--- config.mk ---
export PLATFORM = sky130hd
export DESIGN_NAME = mem_access_stage
export DESIGN_NICKNAME = d
export VERILOG_FILES = /design/src/rtl/mem_stage_pkg.sv /design/src/rtl/mem_watchdog.sv /design/src/rtl/mem_access_stage.sv
export SDC_FILE = /design/constraint.sdc
export NUM_CORES = 1
export LEC_CHECK = 0
export ABC_AREA = 0
export CAP_MARGIN = 15
export CORE_MARGIN = 5
export CORE_UTILIZATION = 41
export CTS_BUF_LIST = sky130_fd_sc_hd__clkbuf_16
export DETAILED_ROUTE_END_ITERATION = 8
export PLACE_DENSITY = 0.85
export SYNTH_ARGS = -nofsm -noshare
export SYNTH_HDL_FRONTEND = slang
export SYNTH_SLANG_ARGS = --single-unit
--- constraint.sdc ---
create_clock -name clk -period 1.95 [get_ports clk]
set_input_delay 0.195 -clock clk [delete_from_list [all_inputs] [get_ports clk]]
set_output_delay 0.195 -clock clk [all_outputs]
set_load 0.01 [all_outputs]
--- src/rtl/mem_stage_pkg.sv ---
// Shared definitions for the memory-access pipeline stage: FSM state type and
// the default watchdog limit.
package mem_stage_pkg;

    typedef logic [1:0] state_t;

    localparam state_t IDLE = 2'd0;
    localparam state_t BUSY = 2'd1;
    localparam state_t DONE = 2'd2;

    localparam int unsigned MEM_TIMEOUT_DEFAULT = 255;

endpackage

--- src/rtl/mem_watchdog.sv ---
// BUSY-cycle counter for the memory stage; flags expiry on the last allowed
// BUSY cycle so the stage can leave BUSY on the following edge.
module mem_watchdog
    import mem_stage_pkg::*;
#(
    parameter int unsigned TIMEOUT_CYCLES = MEM_TIMEOUT_DEFAULT
) (
    input  logic clk,
    input  logic reset,
    input  logic busy,
    output logic expired
);

    localparam int unsigned W = $clog2(TIMEOUT_CYCLES + 1);

    logic [W-1:0] count;

    always_ff @(posedge clk or negedge reset) begin
        if (!reset) begin
            count <= '0;
        end else if (busy) begin
            count <= count + 1'b1;
        end else begin
            count <= '0;
        end
    end

    assign expired = busy && (count == W'(TIMEOUT_CYCLES - 1));

endmodule

--- src/rtl/mem_access_stage.sv ---
// MEM pipeline stage: ALU ops pass straight through, loads/stores stall the
// pipe while a registered request handshakes with data memory.
// Optional BUSY watchdog enabled by defining MEM_TIMEOUT_EN.
module mem_access_stage
    import mem_stage_pkg::*;
#(
    parameter int unsigned TIMEOUT_CYCLES = MEM_TIMEOUT_DEFAULT
) (
    input  logic        clk,
    input  logic        reset,
    input  logic        valid_in,
    input  logic        MemRead_in,
    input  logic        MemWrite_in,
    input  logic        RegWrite_in,
    input  logic        MemtoReg_in,
    input  logic [31:0] ALU_result_in,
    input  logic [31:0] write_data_in,
    input  logic [4:0]  EX_MEM_RegisterRd_in,
    output logic        dmem_req,
    output logic        dmem_we,
    output logic [31:0] dmem_addr,
    output logic [31:0] dmem_wdata,
    input  logic [31:0] dmem_rdata,
    input  logic        dmem_ack,
    output logic        RegWrite_out,
    output logic        MemtoReg_out,
    output logic [31:0] D_MEM_read_data_out,
    output logic [31:0] D_MEM_read_addr_out,
    output logic [4:0]  EX_MEM_RegisterRd_out,
    output logic        stall_out,
    output logic        mem_error
);

    state_t      state;
    logic        lat_regwrite, lat_memtoreg, lat_we, req_q;
    logic [31:0] lat_addr, lat_wdata, cap_data;
    logic [4:0]  lat_rd;
    logic        mem_op, timeout;

    assign mem_op = valid_in & (MemRead_in | MemWrite_in);

`ifdef MEM_TIMEOUT_EN
    logic err_q;

    mem_watchdog #(.TIMEOUT_CYCLES(TIMEOUT_CYCLES)) u_watchdog (
        .clk     (clk),
        .reset   (reset),
        .busy    (state == BUSY),
        .expired (timeout)
    );

    // Raised on the edge that leaves BUSY by timeout, so it lines up with DONE.
    always_ff @(posedge clk or negedge reset) begin
        if (!reset) begin
            err_q <= 1'b0;
        end else begin
            err_q <= (state == BUSY) & ~dmem_ack & timeout;
        end
    end

    assign mem_error = err_q;
`else
    assign timeout   = 1'b0;
    assign mem_error = 1'b0 & (TIMEOUT_CYCLES == 0);
`endif

    always_ff @(posedge clk or negedge reset) begin
        if (!reset) begin
            state        <= IDLE;
            req_q        <= 1'b0;
            lat_regwrite <= 1'b0;
            lat_memtoreg <= 1'b0;
            lat_we       <= 1'b0;
            lat_addr     <= '0;
            lat_wdata    <= '0;
            lat_rd       <= '0;
            cap_data     <= '0;
        end else begin
            case (state)
                IDLE: if (mem_op) begin
                    lat_regwrite <= RegWrite_in;
                    lat_memtoreg <= MemtoReg_in;
                    lat_we       <= MemWrite_in;
                    lat_addr     <= ALU_result_in;
                    lat_wdata    <= write_data_in;
                    lat_rd       <= EX_MEM_RegisterRd_in;
                    req_q        <= 1'b1;
                    state        <= BUSY;
                end
                BUSY: if (dmem_ack) begin
                    cap_data <= lat_we ? '0 : dmem_rdata;
                    req_q    <= 1'b0;
                    state    <= DONE;
                end else if (timeout) begin
                    cap_data <= '0;
                    req_q    <= 1'b0;
                    state    <= DONE;
                end
                DONE:    state <= IDLE;
                default: state <= IDLE;
            endcase
        end
    end

    assign dmem_req   = req_q;
    assign dmem_we    = lat_we;
    assign dmem_addr  = lat_addr;
    assign dmem_wdata = lat_wdata;

    always_comb begin
        RegWrite_out          = 1'b0;
        MemtoReg_out          = 1'b0;
        D_MEM_read_data_out   = '0;
        D_MEM_read_addr_out   = '0;
        EX_MEM_RegisterRd_out = '0;
        stall_out             = 1'b0;
        case (state)
            IDLE: if (valid_in) begin
                RegWrite_out          = RegWrite_in & ~(MemRead_in | MemWrite_in);
                MemtoReg_out          = MemtoReg_in;
                D_MEM_read_addr_out   = ALU_result_in;
                EX_MEM_RegisterRd_out = EX_MEM_RegisterRd_in;
                stall_out             = mem_op;
            end
            BUSY: begin
                MemtoReg_out          = lat_memtoreg;
                D_MEM_read_addr_out   = lat_addr;
                EX_MEM_RegisterRd_out = lat_rd;
                stall_out             = 1'b1;
            end
            DONE: begin
                RegWrite_out          = lat_regwrite & ~mem_error;
                MemtoReg_out          = lat_memtoreg;
                D_MEM_read_data_out   = cap_data;
                D_MEM_read_addr_out   = lat_addr;
                EX_MEM_RegisterRd_out = lat_rd;
            end
            default: ;
        endcase
    end

endmodule

==> metrics, run 1 <==
top cells by count, synth=dfrtp_1 (107), mux2_4 (57), nor2_1 (39); Total Routing Usage GR=a little under a quarter; Synth area leader=dfrtp_1; largest net degree at the start of global routing=between 60 and 70; status=finished, violations left; Multi-input gate area=between 2000 and 2500 um^2; register area=2678 um^2; Total Wirelength=16960 um; Starting Density=between 40 and 50%; Vias per Instance=around 5; routed len/inst=around 19 um; Max Cap Viol=0; Fmax=about 510 MHz; Root Driver=clkbuf_16; family with the most delay on the worst path=buffers and inverters; IO buf count=246; post-synthesis instance area=5167 um^2; ranking of synthesized cells by area=dfrtp_1 (52%), mux2_4 (17%), a22oi_1 (5.5%); Final Cycle Share=100.5%; Top cell by count, worst path=buf_12; Hold Violations, Final=0; Inst Count DP=roughly 850; failing checks=negative setup slack; Clock Sinks=107; DR WL met3=roughly 1300 um; # IOs=between 200 and 250; core area=approximately 12000 um^2; Final Slew Violations=0; Post-synth top flop=dfrtp_1; Post-Synthesis Cells=between 400 and 500; ys async rst share=between 90% and 100%; Fill cells=between 900 and 1000; Startpoint Class=register; minimum clock period=1960 ps; EDFF count, synth=0; chip width=~120 um; met2 routed WL=a little under 9000 um; total CTS buffers=9; final worst slack=-10.05 ps; die area=14950 um^2; mean area per synthesized cell=around 12 um^2; first-pass GRT wire length=between 20000 and 30000 um; via count=around 4400; CTS tree=yes; sequential area share after synthesis=51.82%; Non-Filler Instances=876; share of the synthesized area in the top cell type=around half; final setup TNS=-10.05 ps; Critical Path AT=~1800 ps; most numerous cell in the Yosys netlist=dfrtp_1; DR iter-0 viols=between 200 and 250; area grow syn2layout=64.77%; Required @ worst endpoint=approximately 1800 ps; net count after synthesis=roughly 560; drt first pass iters=5; grt ovf=0; hpwl dp=roughly 12000 um; leak pwr=between 3 and 4 nW; Setup Crit Path Kind=reg2out; clk slew on worst S/H paths=approximately 70 ps; routability cong.=slightly above 0.8; H-tree Lvls=3; Final Setup Violations=1; Max Clock Skew=a little over 5 ps; Distinct cells, synth=26; initial antenna violation count=0; share of post-route cells with drive strength above 1=29.26%; DRC violations left=0; VDD IR max=around 0.00093 V; type of the worst min-delay path=in2async; die height=around 120 um; uppermost layer routed=met4; number of synthesis warnings=0; crit path buf inv count=4; vias in the first global route=approximately 4800; diodes inserted=0; RSZ-0062 raised after global routing=true; M1 WL=6387 um; Critical Path Max Stage Delay=380 ps; synthesized flop and latch total=around 110; insertion delay to the later sink of the worst-skew pair=roughly 340 ps; ANT nets after route=0; CP Max Fanout=9; Max Buffers Root-to-Sink=2; fin nets=814; slowest cell on the critical path=dfrtp_1; PD cells=1667 nW/um^2; crit-path cells=inv_2, ha_4, and2_4, buf_12, buf_12, a22oi_2, nor2_1, buf_2; Setup crit end kind=output port; Rows=41
worst reg2reg max path, cell delays in order, from the launching register on:
cell and delay (ps):
dfrtp_1 390, inv_2 90, ha_4 130, and2_4 240, buf_6 170, o21ai_4 80, buf_12 170, buf_16 180
mux2_4 330
state kept, by name, summed over array words and instances (netlist names):
register / flops
cap_data: 32
dmem_addr: 32
dmem_req: 1
dmem_wdata: 32
dmem_we: 1
lat_memtoreg: 1
lat_rd: 5
lat_regwrite: 1
state: 2
cells in the final DEF (no fill, tap or decap), drive strengths merged:
cell,synthesis,layout
o311ai,1,1
dfrtp,107,107
o21ai,34,34
nor2b,1,1
a22o,1,1
nand3,1,1
mux2,72,72
clkinv,0,3
conb,1,1
and2,33,33
nand2,34,34
a21oi,1,1
nand2b,33,33
clkdlybuf4s15,0,29
dlygate4sd3,0,1
buf,12,76
dlygate4sd2,0,1
ha,5,5
clkdlybuf4s50,0,173
clkinvlp,0,1
a22oi,38,38
o22ai,1,1
a32o,1,1
clkbuf,23,12
nor2,39,39
bufinv,0,2
inv,3,3
cell families after synthesis:
kind of cell,share of synthesized area (%)
other,0.07257
adders and majority gates,1.211
muxes,19.83
and+or+nand+nor,13.51
buffers and inverters,3.922
AOI/OAI and AO/OA,9.637
DFF,51.82
layer usage:
layer / GRT usage [%] / vias to the layer above
li1: - / 2019
met1: 25.96 / 2117
met2: 39.16 / 183
met3: 6.359 / 40
met4: 9.727 / 0
met5: 0 / -
path summary, 6_finish.rpt:
check	startpoint	endpoint	slack (ps)	cells after the start
worst max-delay path	state[0]	EX_MEM_RegisterRd_out[1]	-10	8
worst min-delay path	reset	dmem_wdata[13]	260	2
worst max register to register	state[1]	dmem_wdata[14]	70	8
worst min register to register	cap_data[12]	cap_data[12]	470	2
max in group asynchronous	reset	cap_data[14]	950	3
min in group clk	dmem_rdata[12]	cap_data[12]	420	3
report_power, final:
part / internal [mW] / leakage [nW] / switching [mW] / total, mW
logic: 4.71 / 2.45 / 3.48 / 8.19
registers: 3.31 / 1.30 / 0.793 / 4.11
clock network: 1.11 / 0.149 / 0.793 / 1.90
total: 9.13 / 3.89 / 5.07 / 14.2
per-stage QoR:
step / hold slack (ps) / setup WS [ps] / power (mW) / utilization [%] / cell area, um^2
2_1_floorplan: -100.6 / 165.9 / 7.677 / - / 5167
3_3_place_gp: 65.72 / -66.73 / 11.57 / 63.76 / 7948
3_5_place_dp: 70.15 / -124.3 / 11.81 / 63.76 / 7948
4_1_cts: 243.3 / -145.8 / 14.18 / 67.96 / 8472
5_1_grt: 262.4 / -102.9 / 15.05 / 68.30 / 8514
6_report: 261.1 / -10.05 / 14.20 / 68.30 / 8514
what timing repair did:
action | CTS | global route
endpoints found under the hold margin | 13 | 0
cloned | 4 | 2
endpoints found under the setup margin | 86 | 131
buffers inserted | 9 | 4
hold buffers | 1 | 0
pin swaps | 4 | 17
gates resized for setup | 237 | 55
layout make-up:
cell class / instances / share of cell area [%]
clock buffer: 9 / 2.645
clock inverter: 6 / 0.9552
inverter: 3 / 0.1323
multi-input combinational: 296 / 29.35
sequential: 107 / 31.45
tap: 172 / 2.528
timing repair buffer: 283 / 32.95
(Power assumes the default switching activity.)
==> run 2, diff against run 1 <==
--- a/config.mk
+++ b/config.mk
@@ -12,6 +12,7 @@
 export CTS_BUF_LIST = sky130_fd_sc_hd__clkbuf_16
 export DETAILED_ROUTE_END_ITERATION = 8
 export PLACE_DENSITY = 0.85
+export SKIP_CTS_REPAIR_TIMING = 1
 export SYNTH_ARGS = -nofsm -noshare
 export SYNTH_HDL_FRONTEND = slang
 export SYNTH_SLANG_ARGS = --single-unit
==> run 2 against run 1 <==
Compared with the run above:
- the run still ends with negative setup slack left
- fmax is 4.6% lower
- non-clock buffer count rose by 6
- total power increased by 1.2%
- global-route usage decreased by 1.5 points
==> metrics, run 2 (same netlist as run 1, synthesis figures left out) <==
share of post-route cells with drive strength above 1=30.14% (+0.88 points); drt first pass iters=4 (-1); crit-path cells=inv_2, buf_6, ha_4, and2_4, buf_4, buf_12, a22oi_1, nor2_1, buf_2; Non-Filler Instances=882 (+0.68%); Reg2Reg Launch Point=state[0]; via count=4445 (+2.0%); routability cong.=0.8155 (unchanged); IO buf count=246 (unchanged); Hold Violations, Final=0 (unchanged); Required @ worst endpoint=1750 ps (about the same); Clock power frac=13.3% (about the same); vias in the first global route=4777 (-1.5%); PD cells=1642 nW/um^2 (-1.5%); final worst slack=-103.7 ps (-93.62 ps); Final Setup Violations=25 (+24); die height=122.3 um (unchanged); commonest non-fill, non-tap cell in the layout=clkdlybuf4s50_1; grt ovf=0 (unchanged); Post-Place Worst Slack=-124.3 ps (unchanged); first-pass GRT wire length=24580 um (-5.6%); core area=12470 um^2 (unchanged); Max Clock Skew=6.412 ps (+1.309 ps); status=finished, violations left; Total Routing Usage GR=21.04% (-1.5 points); Worst R2R End=dmem_addr[6]; Final Slew Violations=0 (unchanged); total power=14.37 mW (+1.2%); final setup TNS=-1106 ps (-1096 ps); combinational share of power=58.0% (+0.3 points); type of the worst min-delay path=in2async; Inst Count DP=847 (unchanged); Critical Path AT=1860 ps (+90 ps); # IOs=248 (unchanged); M1 WL=6558 um (+2.7%); cell area after layout=8753 um^2 (+2.8%); Total Wirelength=17550 um (+3.5%); largest net degree at the start of global routing=66 (unchanged); met2 routed WL=9052 um (+4.7%); Hold WS=259.4 ps (-1.784 ps); clk slew on worst S/H paths=70 ps (about the same); VDD IR max=0.0009147 V (-1.9%); CTS tree=yes; H-tree Lvls=3 (unchanged); Max Cap Viol=0 (unchanged); Final Cycle Share=105.3% (+4.8 points); Setup crit end kind=output port; routed len/inst=19.90 um (+2.8%); family with the most delay on the worst path=buffers and inverters; Vias per Instance=5.040 (+1.3%); Max Buffers Root-to-Sink=2 (unchanged); die area=14950 um^2 (unchanged); FF-to-FF path depth=9 (+1); internal power=9.261 mW (+1.4%); DR iter-0 viols=247 (-0.40%); leak pwr=4.479 nW (+15%); slowest cell on the critical path=dfrtp_1; total CTS buffers=9 (unchanged); commonest cells after routing, fill and taps aside=clkdlybuf4s50_1 (173), dfrtp_1 (107), mux2_4 (69); DRC violations left=0 (unchanged); DR WL met3=1396 um (+3.7%); Starting Density=41.45% (unchanged); Placement Cell Area=7948 um^2 (unchanged); failing checks=negative setup slack; diodes inserted=0 (unchanged); sw frac=35.57% (-0.11 points); R2R setup slack=-20 ps (-90 ps); RSZ-0062 raised after global routing=true; Fmax=486.9 MHz (-4.6%); final core occ=70.22% (+1.9 points); CP Max Fanout=8 (-1); Setup Crit Path Kind=reg2out; Rows=41 (unchanged); Root Driver=clkbuf_16; chip width=122.3 um (unchanged); Critical Path Max Stage Delay=380 ps (about the same); fin nets=820 (+0.74%); ANT nets after route=0 (unchanged); Psw=5.113 mW (+0.93%); area grow syn2layout=69.39%; sequential share of power=28.6% (-0.3 points); uppermost layer routed=met4; initial antenna violation count=0 (unchanged); Fill cells=886 (-3.2%); minimum clock period=2054 ps (+93.62 ps); hpwl dp=11990 um (unchanged); crit path buf inv count=5 (+1); Clock Sinks=107 (unchanged); insertion delay to the later sink of the worst-skew pair=340 ps (about the same); Startpoint Class=register
run 2: changes by cell type in the layout (fill, tap and decap cells not counted), moves of 4 or more:
cell,before,now
mux2_4,59,69
buf_2,39,35
clkdlybuf4s15_1,29,0
clkbuf_2,2,9
dlymetal6s2s_1,0,27
mux2_2,13,3
clkbuf_16,10,19
run 2: cell type report:
cell class,count,area [um^2],share of cell area [%]
Clock buffer,9,225.2,2.573
Sequential cell,107,2678,30.59
Inverter,3,11.26,0.1286
Tap cell,172,215.2,2.459
Clock inverter,6,81.33,0.9291
Multi-Input combinational cell,296,2519,28.77
Timing Repair Buffer,289,3024,34.55
run 2: worst max-delay path by stage:
stage | startpoint | endpoint | cells after the start
floorplan | state[0] | D_MEM_read_addr_out[10] | 6
global placement | valid_in | D_MEM_read_addr_out[27] | 6
detailed placement | valid_in | D_MEM_read_addr_out[15] | 6
CTS | state[0] | D_MEM_read_addr_out[15] | 7
global route | state[0] | D_MEM_read_addr_out[17] | 9
finish | state[0] | D_MEM_read_addr_out[5] | 9
run 2: per-layer routing:
metal  GRT usage, %  up-vias
met2          36.45      209
met1          23.84     2167
met4          9.587        0
met5              0        -
li1               -     2031
met3          6.406       38
run 2: power groups by stage:
stage	registers, mW	logic, mW	clock network (mW)
4_1_cts	4.04	7.81	1.95
5_1_grt	4.26	8.91	2.03
6_report	4.12	8.34	1.92
3_3_place_gp	3.97	7.60	0
2_1_floorplan	4.24	3.44	0
3_5_place_dp	4.05	7.76	0
==> run 3, diff against run 2 <==
--- a/config.mk
+++ b/config.mk
@@ -7,9 +7,10 @@
 export LEC_CHECK = 0
 export ABC_AREA = 0
 export CAP_MARGIN = 15
-export CORE_MARGIN = 5
+export CORE_MARGIN = 2
 export CORE_UTILIZATION = 41
 export CTS_BUF_LIST = sky130_fd_sc_hd__clkbuf_16
+export CTS_CLUSTER_SIZE = 12
 export DETAILED_ROUTE_END_ITERATION = 8
 export PLACE_DENSITY = 0.85
 export SKIP_CTS_REPAIR_TIMING = 1
==> run 3 against run 2 <==
Compared with the run above:
- the flow still finishes with violations (negative setup slack)
- critical path depth is 1 lower
- largest cell class unchanged
- highest routed layer unchanged
- die area is 9.6% lower
- utilization is 1.4 points lower
==> metrics, run 3 (same netlist as run 1, synthesis figures left out) <==
Starting Density=41.45% (unchanged); ANT nets after route=0 (unchanged); Reg2Reg Launch Point=state[0]; failing checks=negative setup slack; share of post-route cells with drive strength above 1=25.21% (-4.9 points); R2R setup slack=40 ps (+60 ps); CP startpoint=state[0]; die height=116.3 um (-4.9%); core area=12470 um^2 (unchanged); insertion delay to the later sink of the worst-skew pair=340 ps (about the same); grt ovf=0 (unchanged); Total Wirelength=15570 um (-11%); initial antenna violation count=0 (unchanged); final setup TNS=-205.4 ps (+900.5 ps); Startpoint Class=register; vias in the first global route=4435 (-7.2%); clk slew on worst S/H paths=70 ps (about the same); Max Cap Viol=0 (unchanged); Clock Sinks=107 (unchanged); PD cells=1601 nW/um^2 (-2.5%); area grow syn2layout=66.10%; Final Cycle Share=103.2% (-2.1 points); routability cong.=0.8382 (+2.8%); crit path capture=D_MEM_read_addr_out[4]; Hold Violations, Final=0 (unchanged); # IOs=248 (unchanged); diodes inserted=0 (unchanged); Max Buffers Root-to-Sink=2 (unchanged); Total Routing Usage GR=21.42% (+0.38 points); Required @ worst endpoint=1750 ps (about the same); DRC violations left=0 (unchanged); leak pwr=4.541 nW (+1.4%); chip width=116.3 um (-4.9%); total CTS buffers=9 (unchanged); drt first pass iters=5 (+1); slowest cell on the critical path=dfrtp_1; total power=13.74 mW (-4.4%); first-pass GRT wire length=22540 um (-8.3%); Fill cells=879 (-0.79%); Max Clock Skew=5.759 ps (-0.6531 ps); routed len/inst=17.82 um (-10%); Setup Crit Path Kind=reg2out; crit-path cells=inv_2, ha_4, and2_4, buf_12, buf_2, a22oi_1, nor2_1, dlymetal6s2s_1; minimum clock period=2012 ps (-41.58 ps); IO buf count=246 (unchanged); RSZ-0062 raised after global routing=true; hpwl dp=11150 um (-7.0%); commonest non-fill, non-tap cell in the layout=clkdlybuf4s50_1; Placement Cell Area=7986 um^2 (+0.49%); Final Slew Violations=0 (unchanged); Setup crit end kind=output port; Critical Path Max Stage Delay=370 ps (about the same); H-tree Lvls=3 (unchanged); Rows=41 (unchanged); via count=4355 (-2.0%); fin nets=812 (-0.98%); FF-to-FF path depth=9 (unchanged); commonest cells after routing, fill and taps aside=clkdlybuf4s50_1 (173), dfrtp_1 (107), mux2_4 (57); final worst slack=-62.08 ps (+41.58 ps); Root Driver=clkbuf_16; Final Setup Violations=10 (-60%); DR iter-0 viols=239 (-3.2%); cell area after layout=8583 um^2 (-1.9%); status=finished, violations left; Fmax=497.0 MHz (+2.1%); largest net degree at the start of global routing=49 (-26%); CP Max Fanout=7 (-1); CTS tree=yes; die area=13520 um^2 (-9.6%); VDD IR max=0.0009977 V (+9.1%); Worst R2R End=dmem_wdata[30]; Vias per Instance=4.983 (-1.1%); Critical Path AT=1820 ps (-40 ps); final core occ=68.85% (-1.4 points); type of the worst min-delay path=in2async
==> run 3: changes by cell type in the layout (fill, tap and decap cells not counted), sizes merged <==
cell | before | now
dlymetal6s2s | 27 | 44
inv | 3 | 4
buf | 69 | 40
bufinv | 2 | 1
clkbuf | 28 | 32
==> run 3: worst min-delay path by stage <==
stage / start / end / slack [ps] / cells after the start
detailed placement: reset / dmem_wdata[20] / 180 / 1
global placement: reset / dmem_wdata[20] / 170 / 1
CTS: reset / dmem_wdata[20] / -200 / 1
global route: reset / dmem_wdata[20] / 370 / 2
floorplan: reset / cap_data[0] / -100 / 0
finish: reset / dmem_wdata[20] / 350 / 2
==> run 3: layout make-up <==
type	instances	area (um^2)	area share [%]
clock buffers	9	225.2	2.624
flip-flops and latches	107	2678	31.20
clock inverters	6	58.81	0.6851
well taps	172	215.2	2.507
multi-input cells	296	2442	28.45
inverters	3	11.26	0.1312
repair buffers	281	2953	34.40
==> run 3: critical path: cells and delay by family, from the launching register on <==
| kind | cells | cell delay, ps |
|---|---|---|
| AO/OA/AOI/OAI | 1 | 210 |
| flip-flops | 1 | 370 |
| adder cells (fa/ha/maj) | 1 | 150 |
| AND/OR/NAND/NOR | 2 | 200 |
| buffers and inverters | 4 | 520 |
==> run 3: power by group <==
group | switching (mW) | internal, mW | leakage (nW) | total (mW)
logic | 3.31 | 4.59 | 3.11 | 7.90
registers | 0.760 | 3.31 | 1.30 | 4.07
clock network | 0.791 | 0.980 | 0.140 | 1.77
total | 4.86 | 8.88 | 4.54 | 13.7
==> run 3: per-layer routing <==
metal  share of wire [%]  GRT usage, %
met1                  39         25.37
met2                  51         37.09
met3                 7.0         5.553
met4                 3.0         8.810
met5                   0             0
==> run 3: stage by stage <==
| step | setup slack (ps) | hold slack, ps | instances |
|---|---|---|---|
| 4_1_cts | -501.1 | -195.8 | 864 |
| 3_3_place_gp | -108.5 | 173.5 | 849 |
| 5_1_grt | -154.9 | 372.6 | 874 |
| 3_5_place_dp | -161.7 | 178.2 | 849 |
| 6_report | -62.08 | 345.3 | 874 |
| 2_1_floorplan | 165.9 | -100.6 | 441 |
